$ cat src/rtl/riscv_trace_buffer_if.sv
// Retire-snoop and trace-readout signal bundle for riscv_trace_buffer.
//   cap_valid/cap_pc/cap_instr/cap_wdata : one retired instruction per cycle
//   rd_valid/rd_ready                    : readout handshake
//   rd_pc/rd_instr/rd_wdata              : oldest unread trace entry
// master: the core/debug side (drives capture, accepts readout)
// slave : the trace buffer
interface riscv_trace_buffer_if #(
   parameter int XLEN = 32
) ();
   logic            cap_valid;
   logic [XLEN-1:0] cap_pc;
   logic [31:0]     cap_instr;
   logic [XLEN-1:0] cap_wdata;
   logic            rd_ready;
   logic            rd_valid;
   logic [XLEN-1:0] rd_pc;
   logic [31:0]     rd_instr;
   logic [XLEN-1:0] rd_wdata;

   modport master (
      output cap_valid, cap_pc, cap_instr, cap_wdata, rd_ready,
      input  rd_valid, rd_pc, rd_instr, rd_wdata
   );

   modport slave (
      input  cap_valid, cap_pc, cap_instr, cap_wdata, rd_ready,
      output rd_valid, rd_pc, rd_instr, rd_wdata
   );
endinterface

$ cat src/rtl/riscv_trace_buffer.sv
// Retire-trace capture buffer.
// Snoops one retired instruction per cycle into a DEPTH-entry circular
// buffer. A PC-match trigger ends capture POST_TRIG entries later; the
// trace is then read out oldest-first over a valid/ready handshake.
// Ports:
//   clk, reset     : clock, synchronous active-high reset
//   bus (slave)    : capture inputs and readout handshake/data
//   arm            : one-cycle pulse, restart capture from empty
//   trig_en/trig_pc: PC-match trigger enable and address
//   state          : 0 IDLE, 1 ARMED, 2 POST, 3 DONE
//   count          : entries held, 0..DEPTH
//   overflow       : buffer wrapped since last arm
//   retire_cnt     : free-running count of cap_valid cycles
module riscv_trace_buffer #(
   parameter  int XLEN      = 32,
   parameter  int DEPTH     = 16,
   parameter  int POST_TRIG = 4,
   localparam int AW        = $clog2(DEPTH)
) (
   input  logic                   clk,
   input  logic                   reset,
   riscv_trace_buffer_if.slave    bus,
   input  logic                   arm,
   input  logic                   trig_en,
   input  logic [XLEN-1:0]        trig_pc,
   output logic [1:0]             state,
   output logic [AW:0]            count,
   output logic                   overflow,
   output logic [31:0]            retire_cnt
);

   localparam logic [1:0] S_IDLE  = 2'd0;
   localparam logic [1:0] S_ARMED = 2'd1;
   localparam logic [1:0] S_POST  = 2'd2;
   localparam logic [1:0] S_DONE  = 2'd3;

   logic [XLEN-1:0] pc_mem    [DEPTH];
   logic [31:0]     instr_mem [DEPTH];
   logic [XLEN-1:0] wdata_mem [DEPTH];

   logic [AW-1:0] wr_ptr;
   logic [AW-1:0] rd_ptr;
   logic [AW-1:0] post_cnt;
   logic          cap_en;
   logic          trig_hit;
   logic          full;
   logic          rd_fire;

   // arm suppresses the capture in its own cycle, whatever the state.
   assign cap_en   = (state == S_ARMED || state == S_POST) && bus.cap_valid && !arm;
   assign trig_hit = (state == S_ARMED) && trig_en && bus.cap_valid &&
                     (bus.cap_pc == trig_pc);
   assign full     = (count == (AW+1)'(DEPTH));
   assign rd_fire  = bus.rd_valid && bus.rd_ready;
   // When full, count[AW-1:0] is 0 and rd_ptr == wr_ptr, the oldest slot.
   assign rd_ptr   = wr_ptr - count[AW-1:0];

   // Storage carries no reset; validity is tracked by count alone.
   always_ff @(posedge clk) begin
      if (cap_en) begin
         pc_mem[wr_ptr]    <= bus.cap_pc;
         instr_mem[wr_ptr] <= bus.cap_instr;
         wdata_mem[wr_ptr] <= bus.cap_wdata;
      end
   end

   always_ff @(posedge clk) begin
      if (reset) begin
         state      <= S_IDLE;
         count      <= '0;
         overflow   <= 1'b0;
         retire_cnt <= '0;
         wr_ptr     <= '0;
         post_cnt   <= '0;
      end else begin
         if (bus.cap_valid)
            retire_cnt <= retire_cnt + 32'd1;

         if (arm) begin
            state    <= S_ARMED;
            count    <= '0;
            overflow <= 1'b0;
            wr_ptr   <= '0;
            post_cnt <= '0;
         end else begin
            case (state)
               S_ARMED, S_POST: begin
                  if (cap_en) begin
                     wr_ptr <= wr_ptr + AW'(1);
                     if (full)
                        overflow <= 1'b1;
                     else
                        count <= count + (AW+1)'(1);

                     if (state == S_ARMED) begin
                        if (trig_hit) begin
                           if (POST_TRIG == 0) begin
                              state <= S_DONE;
                           end else begin
                              state    <= S_POST;
                              post_cnt <= AW'(POST_TRIG);
                           end
                        end
                     end else begin
                        post_cnt <= post_cnt - AW'(1);
                        if (post_cnt == AW'(1))
                           state <= S_DONE;
                     end
                  end
               end
               S_DONE: begin
                  if (rd_fire)
                     count <= count - (AW+1)'(1);
               end
               default: ;
            endcase
         end
      end
   end

   always_comb begin
      bus.rd_valid = 1'b0;
      bus.rd_pc    = '0;
      bus.rd_instr = '0;
      bus.rd_wdata = '0;
      if (state == S_DONE && count != '0) begin
         bus.rd_valid = 1'b1;
         bus.rd_pc    = pc_mem[rd_ptr];
         bus.rd_instr = instr_mem[rd_ptr];
         bus.rd_wdata = wdata_mem[rd_ptr];
      end
   end

endmodule

$ cat src/flat_wrapper.sv
// flat-port wrapper written by rule: the top's interface ports become plain ports
module riscv_trace_buffer_flat 
#(
   parameter  int XLEN      = 32,
   parameter  int DEPTH     = 16,
   parameter  int POST_TRIG = 4,
   localparam int AW        = $clog2(DEPTH)
)
  (clk, reset, arm, trig_en, trig_pc, state, count, overflow, retire_cnt, bus_cap_valid, bus_cap_pc, bus_cap_instr, bus_cap_wdata, bus_rd_ready, bus_rd_valid, bus_rd_pc, bus_rd_instr, bus_rd_wdata);
  riscv_trace_buffer_if #(.XLEN(XLEN)) bus_i ();
  input  logic clk;
  input  logic reset;
  input  logic arm;
  input  logic trig_en;
  input  logic [XLEN-1:0] trig_pc;
  output logic [1:0] state;
  output logic [AW:0] count;
  output logic overflow;
  output logic [31:0] retire_cnt;
  input wire logic [$bits(bus_i.cap_valid)-1:0] bus_cap_valid;
  input wire logic [$bits(bus_i.cap_pc)-1:0] bus_cap_pc;
  input wire logic [$bits(bus_i.cap_instr)-1:0] bus_cap_instr;
  input wire logic [$bits(bus_i.cap_wdata)-1:0] bus_cap_wdata;
  input wire logic [$bits(bus_i.rd_ready)-1:0] bus_rd_ready;
  output wire logic [$bits(bus_i.rd_valid)-1:0] bus_rd_valid;
  output wire logic [$bits(bus_i.rd_pc)-1:0] bus_rd_pc;
  output wire logic [$bits(bus_i.rd_instr)-1:0] bus_rd_instr;
  output wire logic [$bits(bus_i.rd_wdata)-1:0] bus_rd_wdata;
  assign bus_i.cap_valid = bus_cap_valid;
  assign bus_i.cap_pc = bus_cap_pc;
  assign bus_i.cap_instr = bus_cap_instr;
  assign bus_i.cap_wdata = bus_cap_wdata;
  assign bus_i.rd_ready = bus_rd_ready;
  assign bus_rd_valid = bus_i.rd_valid;
  assign bus_rd_pc = bus_i.rd_pc;
  assign bus_rd_instr = bus_i.rd_instr;
  assign bus_rd_wdata = bus_i.rd_wdata;
  riscv_trace_buffer #(.XLEN(XLEN), .DEPTH(DEPTH), .POST_TRIG(POST_TRIG)) u_core (.clk(clk), .reset(reset), .bus(bus_i), .arm(arm), .trig_en(trig_en), .trig_pc(trig_pc), .state(state), .count(count), .overflow(overflow), .retire_cnt(retire_cnt));
endmodule
$ cat config.mk
export PLATFORM = sky130hd
export DESIGN_NAME = riscv_trace_buffer_flat
export DESIGN_NICKNAME = d
export VERILOG_FILES = /design/src/rtl/riscv_trace_buffer_if.sv /design/src/rtl/riscv_trace_buffer.sv /design/src/flat_wrapper.sv
export SDC_FILE = /design/constraint.sdc
export NUM_CORES = 1
export LEC_CHECK = 0
export ABC_AREA = 1
export CAP_MARGIN = 20
export CORE_UTILIZATION = 55
export CTS_BUF_LIST = sky130_fd_sc_hd__clkbuf_16
export DETAILED_ROUTE_END_ITERATION = 12
export HOLD_SLACK_MARGIN = 0.12
export PLACE_DENSITY = 0.7
export RECOVER_POWER = 25
export SYNTH_ARGS = -nofsm -noshare
export SYNTH_HDL_FRONTEND = slang
export SYNTH_SLANG_ARGS = --single-unit
$ cat constraint.sdc
create_clock -name clk -period 8.4 [get_ports clk]
set_input_delay 1.26 -clock clk [delete_from_list [all_inputs] [get_ports clk]]
set_output_delay 1.26 -clock clk [all_outputs]
set_load 0.01 [all_outputs]
# Word-level counts from Yosys, hierarchy flattened
# Memory sizes are Yosys's and may differ from the RTL's.
# Index checks and enable logic that the tools add are counted.
[op_classes]
n_reduce_logical = 23
n_lt_le_gt_ge = 0
n_bitwise = 0
n_shift = 0
div = 0
mul = 0
eq_ne = 11
mux = 18
add_sub_neg = 6
[op_table]
columns = ["op", "count"]
rows = [
  ["two-way mux 32 bit", 3],
  ["adder 32 x 1 -> 32 bit (second input constant)", 1],
  ["== test 32 bit", 1],
  ["two-way mux 5 bit", 3],
  ["AND reduction 4 bit", 3],
  ["one-hot mux 5 bit (2 select lines)", 1],
  ["two-way mux 4 bit", 2],
  ["nonzero test 2 bit", 4],
  ["logical AND 1 bit", 7],
  ["two-way mux 1 bit", 6],
  ["two-way mux 2 bit", 3],
  ["inequality test 2 x 1 -> 1 bit (second input constant)", 3],
  ["AND reduction 3 bit", 2],
  ["adder 5 x 1 -> 5 bit (second input constant)", 1],
  ["== test 5 bit (second input constant)", 1],
  ["nonzero test 5 bit", 1],
  ["subtractor 5 x 1 -> 5 bit (second input constant)", 1],
  ["adder 4 x 1 -> 4 bit (second input constant)", 1],
  ["== test 2 bit (second input constant)", 2],
  ["== test 4 x 1 -> 1 bit (second input constant)", 1],
  ["OR reduction 2 bit", 2],
  ["subtractor 4 x 1 -> 4 bit (second input constant)", 1],
  ["subtractor 4 bit", 1],
  ["inequality test 3 x 2 -> 1 bit (second input constant)", 1],
  ["6 further kinds", 6],
]
[totals]
out_inout_bits = 137
mem_count = 3
latchBits = 0
ramBits = 1536
ff_bits = 48
inputBits = 134
wordCells = 68
mem_bits_ro = 0
[mem_list]
columns = ["memory", "words", "word_bits", "read_ports", "rd_ports_with_merged_regs", "write_ports", "line_no", "rtl"]
rows = [
  ["u_core.instr_mem", 16, 32, 1, 0, 1, "riscv_trace_buffer.sv:38", "logic [31:0] instr_mem [DEPTH];"],
  ["u_core.pc_mem", 16, 32, 1, 0, 1, "riscv_trace_buffer.sv:37", "logic [XLEN-1:0] pc_mem [DEPTH];"],
  ["u_core.wdata_mem", 16, 32, 1, 0, 1, "riscv_trace_buffer.sv:39", "logic [XLEN-1:0] wdata_mem [DEPTH];"],
]

# Logic depth before layout (Yosys ltp)
# Gate-level depths: netlist of run 1.
[depth]
depth_word = 9
depth_mapped = 13
depth_no_buf = 13

# Least setup slack after synthesis of run 1
# No wires, ideal clock.
[synth_timing]
path_kind = "input to register"
startpoint = "in bus_cap_valid"
endpoint = "mem u_core.instr_mem[11][0], enable pin"
arrival_time_ps = 5862
slack_ps = 1987
required_ps = 7849
path_stages = 8
setup_ps = 551
cell_sequence = "inv_2 -> nor2_2 -> inv_2 -> nor2_4 -> inv_2 -> nor2_1 -> nand2_1 -> nor2_1"
[synth_via]
elab_chain_cells = 4
[synth_rtl]
columns = ["element", "line_no", "rtl"]
rows = [
  ["from (decl)", "flat_wrapper.sv:20", "input wire logic [$bits(bus_i.cap_valid)-1:0] bus_cap_valid;"],
  ["logical AND 1 bit (2 in series)", "riscv_trace_buffer.sv:50", "assign cap_en = (state == S_ARMED || state == S_POST) && bus.cap_valid && !arm;"],
  ["two-way mux 1 bit", "riscv_trace_buffer.sv:60", "if (cap_en) begin"],
  ["two-way mux 1 bit (not written as such)", "riscv_trace_buffer.sv:62", "instr_mem[wr_ptr] <= bus.cap_instr;"],
  ["to (decl)", "riscv_trace_buffer.sv:38", ""],
]
# No other way between the ends.

# Worst setup path after layout of run 1
[layout_timing]
startpoint = "reg u_core.wr_ptr[0]"
endpoint = "out bus_rd_pc[20]"
[layout_via]
elab_chain_cells = 3
[layout_rtl]
columns = ["element", "line_no", "rtl"]
rows = [
  ["from (decl)", "riscv_trace_buffer.sv:41", "logic [AW-1:0] wr_ptr;"],
  ["from (signal assigned)", "riscv_trace_buffer.sv:89", "wr_ptr <= wr_ptr + AW'(1);"],
  ["subtractor 4 bit", "riscv_trace_buffer.sv:56", "assign rd_ptr = wr_ptr - count[AW-1:0];"],
  ["memory (16 x 32 bit)", "-", ""],
  ["two-way mux 32 bit", "riscv_trace_buffer.sv:126", "if (state == S_DONE && count != '0) begin"],
  ["to (decl)", "flat_wrapper.sv:26", "output wire logic [$bits(bus_i.rd_pc)-1:0] bus_rd_pc;"],
]
# No other way between the ends.

==> results by group, run 1 <==
Clock tree
  – Clock Sinks: between 1.5k and 2k
  – Bufs on Longest Clock Path: 3
  – Clk slew on worst S/H paths: approximately 60 ps
  – # hold bufs at CTS: 0
  – Root Driver: clkbuf_16
  – # Post-CTS Setup Buffers: 0
  – Clock latency on the worst-skew pair: approximately 760 ps
  – Htree depth: 4
  – CTS tree: done
  – Cts repair resizes: 0
  – Num CTS Buffers: 159

Timing
  – Worst rel slew slack: around 28%
  – Setup TNS: 0 ps
  – Tcrit/Tclk final: about four fifths
  – Worst Tran Pin Value: approximately 1100 ps
  – Pins Over Slew Limit: 0
  – RSZ-0062 raised after global routing: false
  – Fin Clk Skew: ~23 ps
  – Final worst path period need: 6813 ps
  – Fmax: 146.8 MHz
  – Hold Fails Final Rpt: 0
  – Final setup viols: 0

Global route
  – Initial antenna violation count: 17
  – GRT Residual Overflow: 0
  – Vias in the first global route: ~37k
  – Tot GR Track Use: around 24%
  – First-pass GRT wire length: about 220000 µm
  – Largest net degree at the start of global routing: around 210

Die
  – Chip height: about 350 µm
  – I/O pin count: approximately 270
  – Initial core utilization: between 50 and 60%
  – Chip width: about 350 µm
  – Rows: approximately 130
  – Core Area: between 100000 and 150000 µm²
  – Die Area: about 120000 µm²

Yosys
  – Synth Area in Compound Gates: between 8 and 9%
  – Fraction of the mapped netlist area in adder cells: less than 1%
  – Synth unique cells: 40
  – Post-Syn Nets: slightly above 5k
  – Synth Area in XOR/XNOR: 0.5622%
  – Cell area after synthesis: approximately 65000 µm²
  – YS warnings: 0
  – Largest family of logic cells by synthesized area: compound AO/OA/AOI/OAI gates
  – Share of the yosys chip area belonging to registers: between 70 and 80%
  – #FFs+latches synth: about 1.6k
  – Simple-Gate Fraction of Synth Area: under 10%
  – Syn_area_per_cell: ~13 µm²
  – Syn Inst Count: 4905
  – Post-synthesis mux area share: around 5.9%

Power and ir drop
  – VDD IR max: roughly 0.20 mV
  – Power Total: 16.28 mW
  – PD cells: about 220 nW/µm²
  – Lkg Pwr: 28.53 nW

Drt
  – Post-DRT Antenna Nets: 0
  – Via/cell ratio: 5.751
  – Drt total wl: 147900 µm
  – Iteration-0 DRC Markers: 4139
  – Per-cell routed wire length: about 22 µm
  – DRC viols: 0
  – First-pass iteration count of the detailed router: 6
  – Via count: 38.88k

Placement
  – I/O Buffers: 270
  – Post-DP HPWL: 71820 µm
  – RePlAce Congestion: between 0.7 and 0.8

Critical path
  – Setup crit end kind: primary output
  – Crit-path most repeated cell: inv_1
  – Worst Path Max Fanout: about 140
  – Crit Path Category: register to primary output
  – CP startpoint kind: register
  – WP buf/inv: 5
  – Critical path's slowest cell: buf_4
  – Crit-path leading delay family: buffers and inverters
  – Critical Path AT: between 5000 and 6000 ps
  – CP max stage delay: 720 ps
  – Critical Path RT: 7140 ps
  – Worst path cell trace: inv_1 > ha_4 > inv_1 > fa_1 > xnor2_4 > buf_12 > buf_4 > nand3_1 > nand2_1 > o21ai_1 > a31oi_1 > clkdlybuf4s50_1

Job
  – Max Cap Viol: 0

Min path
  – Hold Crit Class: register to register

Finish
  – Layout cell share with drive strength beyond 1: between 6 and 7%
  – Core Util, Final: a little under two thirds
  – Area Overhead vs Synth: 13.75%
  – # nets final: ~5.3k

Status
  – Status: finished, final reports clean
-- path summary, 6_finish.rpt --
path	from	end	slack, ps	cells after the start
setup / recovery	u_core.wr_ptr[0]	bus_rd_pc[20]	1590	12
hold / removal	u_core.retire_cnt[18]	u_core.retire_cnt[18]	480	2
setup reg to reg	u_core.state[0]	u_core.wdata_mem[6][19]	4880	8
hold reg to reg	u_core.retire_cnt[18]	u_core.retire_cnt[18]	480	2
-- logic make-up after synthesis --
| group | after synthesis |
|---|---|
| buf+inv | 746 |
| flops | 1584 |
| xor+xnor | 40 |
| compound gates | 1027 |
| fa+ha+maj | 18 |
| simple gates | 1106 |
| mux | 384 |
-- stage by stage --
stage                     instance area (µm²)  hold slack (ps)  setup slack, ps  cells
after CTS                               73910            485.3             1680   6756
after global placement                  68770            465.7             2559   6461
after floorplan                         64980            453.1             1987   4905
final                                   73920            484.2             1587   6760
after global routing                    73910            519.6             1420   6758
after detailed placement                68770            475.9             2559   6461
-- final cells by class --
cell class                 instances  area [µm²]
sequential                      1584       47090
fill                            8578       42760
multi-input combinational       2575       14680
clock buffer                     162        4054
timing repair buffer             323        3376
tap                             1524        1907
inverter                         455        1725
clock inverter                   133        1079
antenna                            4       10.01
-- state kept, by name, summed over array words and instances, names as in the netlist --
name,count
u_core.instr_mem,512
u_core.pc_mem,512
u_core.wdata_mem,512
u_core.retire_cnt,32
u_core.count,5
u_core.post_cnt,4
u_core.wr_ptr,4
u_core.state,2
u_core.overflow,1
-- Yosys cell counts --
cell type | count | share of area (%)
clkbuf_1 | 111 | 0.64
buf_4 | 59 | 0.68
and3_1 | 2 | 0.019
xor2_1 | 15 | 0.20
inv_2 | 7 | 0.040
nor2_4 | 3 | 0.052
nand4_1 | 8 | 0.077
buf_6 | 26 | 0.45
a31oi_1 | 97 | 0.93
xnor2_1 | 23 | 0.31
nand3_2 | 2 | 0.031
nor2_1 | 82 | 0.47
buf_1 | 28 | 0.16
nand2_1 | 578 | 3.3
nand3_1 | 402 | 3.1
nor4_1 | 3 | 0.029
ha_1 | 16 | 0.31
buf_2 | 60 | 0.46
o21ai_1 | 96 | 0.74
inv_1 | 448 | 2.6
a211oi_1 | 1 | 0.012
dfxtp_1 | 48 | 1.5
or2_0 | 1 | 0.0096
a21o_1 | 1 | 0.012
o21bai_1 | 1 | 0.012
nor2_2 | 3 | 0.029
buf_8 | 5 | 0.12
mux2i_1 | 384 | 5.9
nor3_2 | 5 | 0.077
xnor2_2 | 2 | 0.050
nor3_1 | 10 | 0.077
nor3b_1 | 1 | 0.012
a221oi_1 | 1 | 0.013
nand2_2 | 4 | 0.039
fa_1 | 2 | 0.062
nand3b_1 | 2 | 0.023
buf_12 | 2 | 0.062
a21oi_1 | 421 | 3.2
edfxtp_1 | 1536 | 71
o21ai_0 | 409 | 3.1
-- cell usage in the layout (no fill, tap or decap), types with 3 or more instances in the layout --
cell type        synthesis  final
edfxtp_1              1536   1536
nand2_1                578    578
inv_1                  448    484
a21oi_1                421    421
o21ai_0                409    409
nand3_1                402    402
mux2i_1                384    384
clkdlybuf4s50_1          0    214
clkbuf_16                0    162
a31oi_1                 97     97
o21ai_1                 96     96
nor2_1                  82     66
dlygate4sd3_1            0     56
dfxtp_1                 48     48
clkinv_1                 0     39
buf_4                   59     31
clkinv_2                 0     27
xnor2_1                 23     23
buf_12                   2     22
nor2_4                   3     19
ha_1                    16     15
xor2_1                  15     14
bufinv_16                0     12
nor3_1                  10     10
nand4_1                  8      8
inv_2                    7      6
nor3_2                   5      5
clkinv_16                0      5
clkinvlp_4               0      5
diode_2                  0      4
nand2_2                  4      4
nor2_2                   3      3
nor4_1                   3      3
clkinv_8                 0      3
-- metal layers --
metal | track usage (%) | vias up | routed length (µm)
met5 | 0 | - | 62
met4 | 8.245 | 10 | 4203
met3 | 3.964 | 296 | 9352
met2 | 39.18 | 1284 | 70360
met1 | 34.12 | 19160 | 63880
li1 | - | 18120 | -
-- worst min-delay path, cell delays in order (launching register included) --
cell and delay [ps]:
dfxtp_1 330, inv_1 60, a21oi_1 50
-- where the power goes --
| group | switching, mW | total [mW] | internal [mW] | leakage, nW |
|---|---|---|---|---|
| registers | 0.00618 | 8.68 | 8.68 | 14.2 |
| logic | 0.494 | 0.716 | 0.222 | 11.7 |
| clock network | 2.98 | 6.88 | 3.90 | 2.64 |
Power figures use the tool's default switching activity.
==> run 2, diff against run 1 <==
clock period = 6.4 ns   (was 8.4 ns; I/O delays follow)
==> run 2 against run 1 <==
Wire length increased by 1.1%. Critical path depth stayed put. Highest routed layer unchanged. Critical endpoint is now bus_rd_instr[29]. Non-clock buffer count rose by 29. Sequential share of layout area down 0.33 points. Final cell count is 0.28% higher.
==> results by group, run 2 (synthesis gave the netlist of run 1 again) <==
Finish
  – Most frequent cells in the layout: edfxtp_1, nand2_1, inv_1
  – Layout cell share with drive strength beyond 1: 6.453% (+0.39 points)
  – Biggest regs: u_core.instr_mem: 512 flops, u_core.pc_mem: 512 flops, u_core.wdata_mem: 512 flops
  – Non-filler cells, final: 6779 (+0.28%)
  – Commonest non-fill, non-tap cell in the layout: edfxtp_1
  – Area Overhead vs Synth: 14.35%
  – # nets final: 5280 (+0.57%)

Die
  – Chip width: 345.7 µm (unchanged)
  – Initial core utilization: 55.70% (unchanged)
  – Rows: 125 (unchanged)
  – I/O pin count: 271 (unchanged)
  – Die Area: 119500 µm² (unchanged)
  – Chip height: 345.7 µm (unchanged)
  – Core Area: 116700 µm² (unchanged)

Clock tree
  – Clock latency on the worst-skew pair: 760 ps (about the same)
  – Num CTS Buffers: 160 (+0.63%)
  – # hold bufs at CTS: 0 (unchanged)
  – Clk slew on worst S/H paths: 60 ps (about the same)
  – Clock Sinks: 1584 (unchanged)
  – Htree depth: 4 (unchanged)
  – Root Driver: clkbuf_16
  – Bufs on Longest Clock Path: 3 (unchanged)
  – CTS tree: done
  – # Post-CTS Setup Buffers: 0 (unchanged)
  – Cts repair resizes: 0 (unchanged)

Critical path
  – Reg2reg path depth: 11 (+3)
  – Critical Path RT: 5440 ps (-1700 ps)
  – Setup crit end kind: primary output
  – CP max stage delay: 630 ps (-90 ps)
  – Worst Path Max Fanout: 85 (-41%)
  – Reg2Reg Launch Point: u_core.state[0]
  – Crit-path most repeated cell: inv_1
  – Critical path's slowest cell: clkdlybuf4s50_1
  – Crit Path Category: register to primary output
  – Reg-to-reg endpoint: u_core.wdata_mem[15][20]
  – Worst reg-to-reg setup slack: 3200 ps (-1680 ps)
  – Critical Path AT: 4840 ps (-710 ps)
  – CP startpoint kind: register
  – Worst path cell trace: inv_1 > ha_4 > inv_1 > fa_1 > xnor2_4 > buf_12 > buf_4 > nand3_1 > nand2_1 > o21ai_1 > a31oi_1 > clkdlybuf4s50_1

Timing
  – Pins Over Slew Limit: 0 (unchanged)
  – Fin Clk Skew: 16.65 ps (-6.653 ps)
  – Final worst path period need: approximately 5800 ps
  – RSZ-0062 raised after global routing: false
  – Worst Tran Pin Value: 1255 ps (+176.5 ps)
  – Fmax: 172.4 MHz
  – Hold Fails Final Rpt: 0 (unchanged)
  – Final setup viols: 0 (unchanged)
  – Setup TNS: 0 ps (unchanged)
  – Worst rel slew slack: 16.35% (-12 points)
  – Tcrit/Tclk final: about nine tenths

Placement
  – I/O Buffers: 270 (unchanged)
  – RePlAce Congestion: 0.7903 (-0.38%)
  – Post-Place Cells: 6488 (+0.42%)
  – Post-DP HPWL: 76180 µm (+6.1%)

Min path
  – Hold endpoint: u_core.retire_cnt[18]
  – Hold Crit Depth: 2 (unchanged)
  – Hold_sp: u_core.retire_cnt[18]
  – Hold Crit Class: register to register

Drt
  – DRC viols: 0 (unchanged)
  – Via/cell ratio: 5.748 (about the same)
  – Post-DRT Antenna Nets: 0 (unchanged)
  – Per-cell routed wire length: 22.05 µm (+0.81%)
  – Drt total wl: 149500 µm (+1.1%)
  – Via count: 38.96k (+0.22%)
  – First-pass iteration count of the detailed router: 5 (-1)
  – Iteration-0 DRC Markers: 3909 (-5.6%)

Global route
  – Vias in the first global route: 37.54k (+0.75%)
  – Largest net degree at the start of global routing: 176 (-15%)
  – Initial antenna violation count: 17 (unchanged)
  – GRT Residual Overflow: 0 (unchanged)
  – First-pass GRT wire length: 226000 µm (+1.6%)
  – Tot GR Track Use: 24.77% (+0.36 points)

Power and ir drop
  – Lkg Pwr: 28.68 nW (+0.52%)
  – VDD IR max: 0.2479 mV (+26%)
  – PD cells: 285.9 nW/µm² (+30%)
  – Power Total: 21.24 mW (+31%)

Status
  – Status: finished, final reports clean

Job
  – Max Cap Viol: 0 (unchanged)
-- run 2: cell types whose count changed in the layout (fill, tap and decap cells not counted), sizes merged --
cell	before	now
buf	53	82
bufinv	12	11
clkbuf	162	163
clkdlybuf4s50	214	217
clkinv	74	68
clkinvlp	5	3
diode	4	2
dlygate4sd3	56	53
-- run 2: through the flow --
stage          worst slack (ps)  area, µm²  hold WS (ps)  utilization, %
2_1_floorplan             286.7      64980         453.1               -
3_3_place_gp               1438      69290         464.9           59.39
3_5_place_dp               1417      69290         470.3           59.39
4_1_cts                   562.3      74260         481.3           63.65
5_1_grt                   396.7      74310         511.1           63.69
6_report                  601.1      74310         478.8           63.69
-- run 2: layout make-up --
class                   instances  area [µm²]
multi-input cells            2575       14680
clock inverters               124       893.4
repair buffers                352        3931
flip-flops and latches       1584       47090
fillers                      8543       42370
well taps                    1524        1907
diodes                          2       5.005
clock buffers                 163        4079
inverters                     455        1725
-- run 2: worst max path at each step --
stage                           from                 endpoint  slack [ps]  depth (start not counted)
detailed placement  u_core.wr_ptr[0]         bus_rd_instr[29]        1420                         12
global placement    u_core.wr_ptr[0]         bus_rd_instr[29]        1440                         12
global route        u_core.wr_ptr[0]            bus_rd_pc[17]         400                         12
finish              u_core.wr_ptr[0]         bus_rd_instr[29]         600                         12
CTS                 u_core.wr_ptr[0]            bus_rd_pc[17]         560                         12
floorplan              bus_cap_valid  u_core.instr_mem[11][0]         290                          8
-- run 2: layer usage --
metal  wire length, µm  share of wire, %  GRT usage [%]
met5                62             0.041              0
met4              2935               2.0          6.739
met3              9663               6.5          3.830
met2             72650                49          40.85
met1             64170                43          34.43
-- run 2: worst max-delay path, delay by kind of cell (launching register included) --
kind	cells	cell delay, ps
flops	1	330
fa+ha+maj	2	610
xor+xnor	1	300
buf+inv	5	1980
compound gates	2	480
simple gates	2	270
-- run 2: power by group --
part	internal (mW)	leakage [nW]	switching (mW)
clock	5.06	2.56	3.83
combinational	0.305	11.9	0.657
sequential	11.4	14.2	0.00800
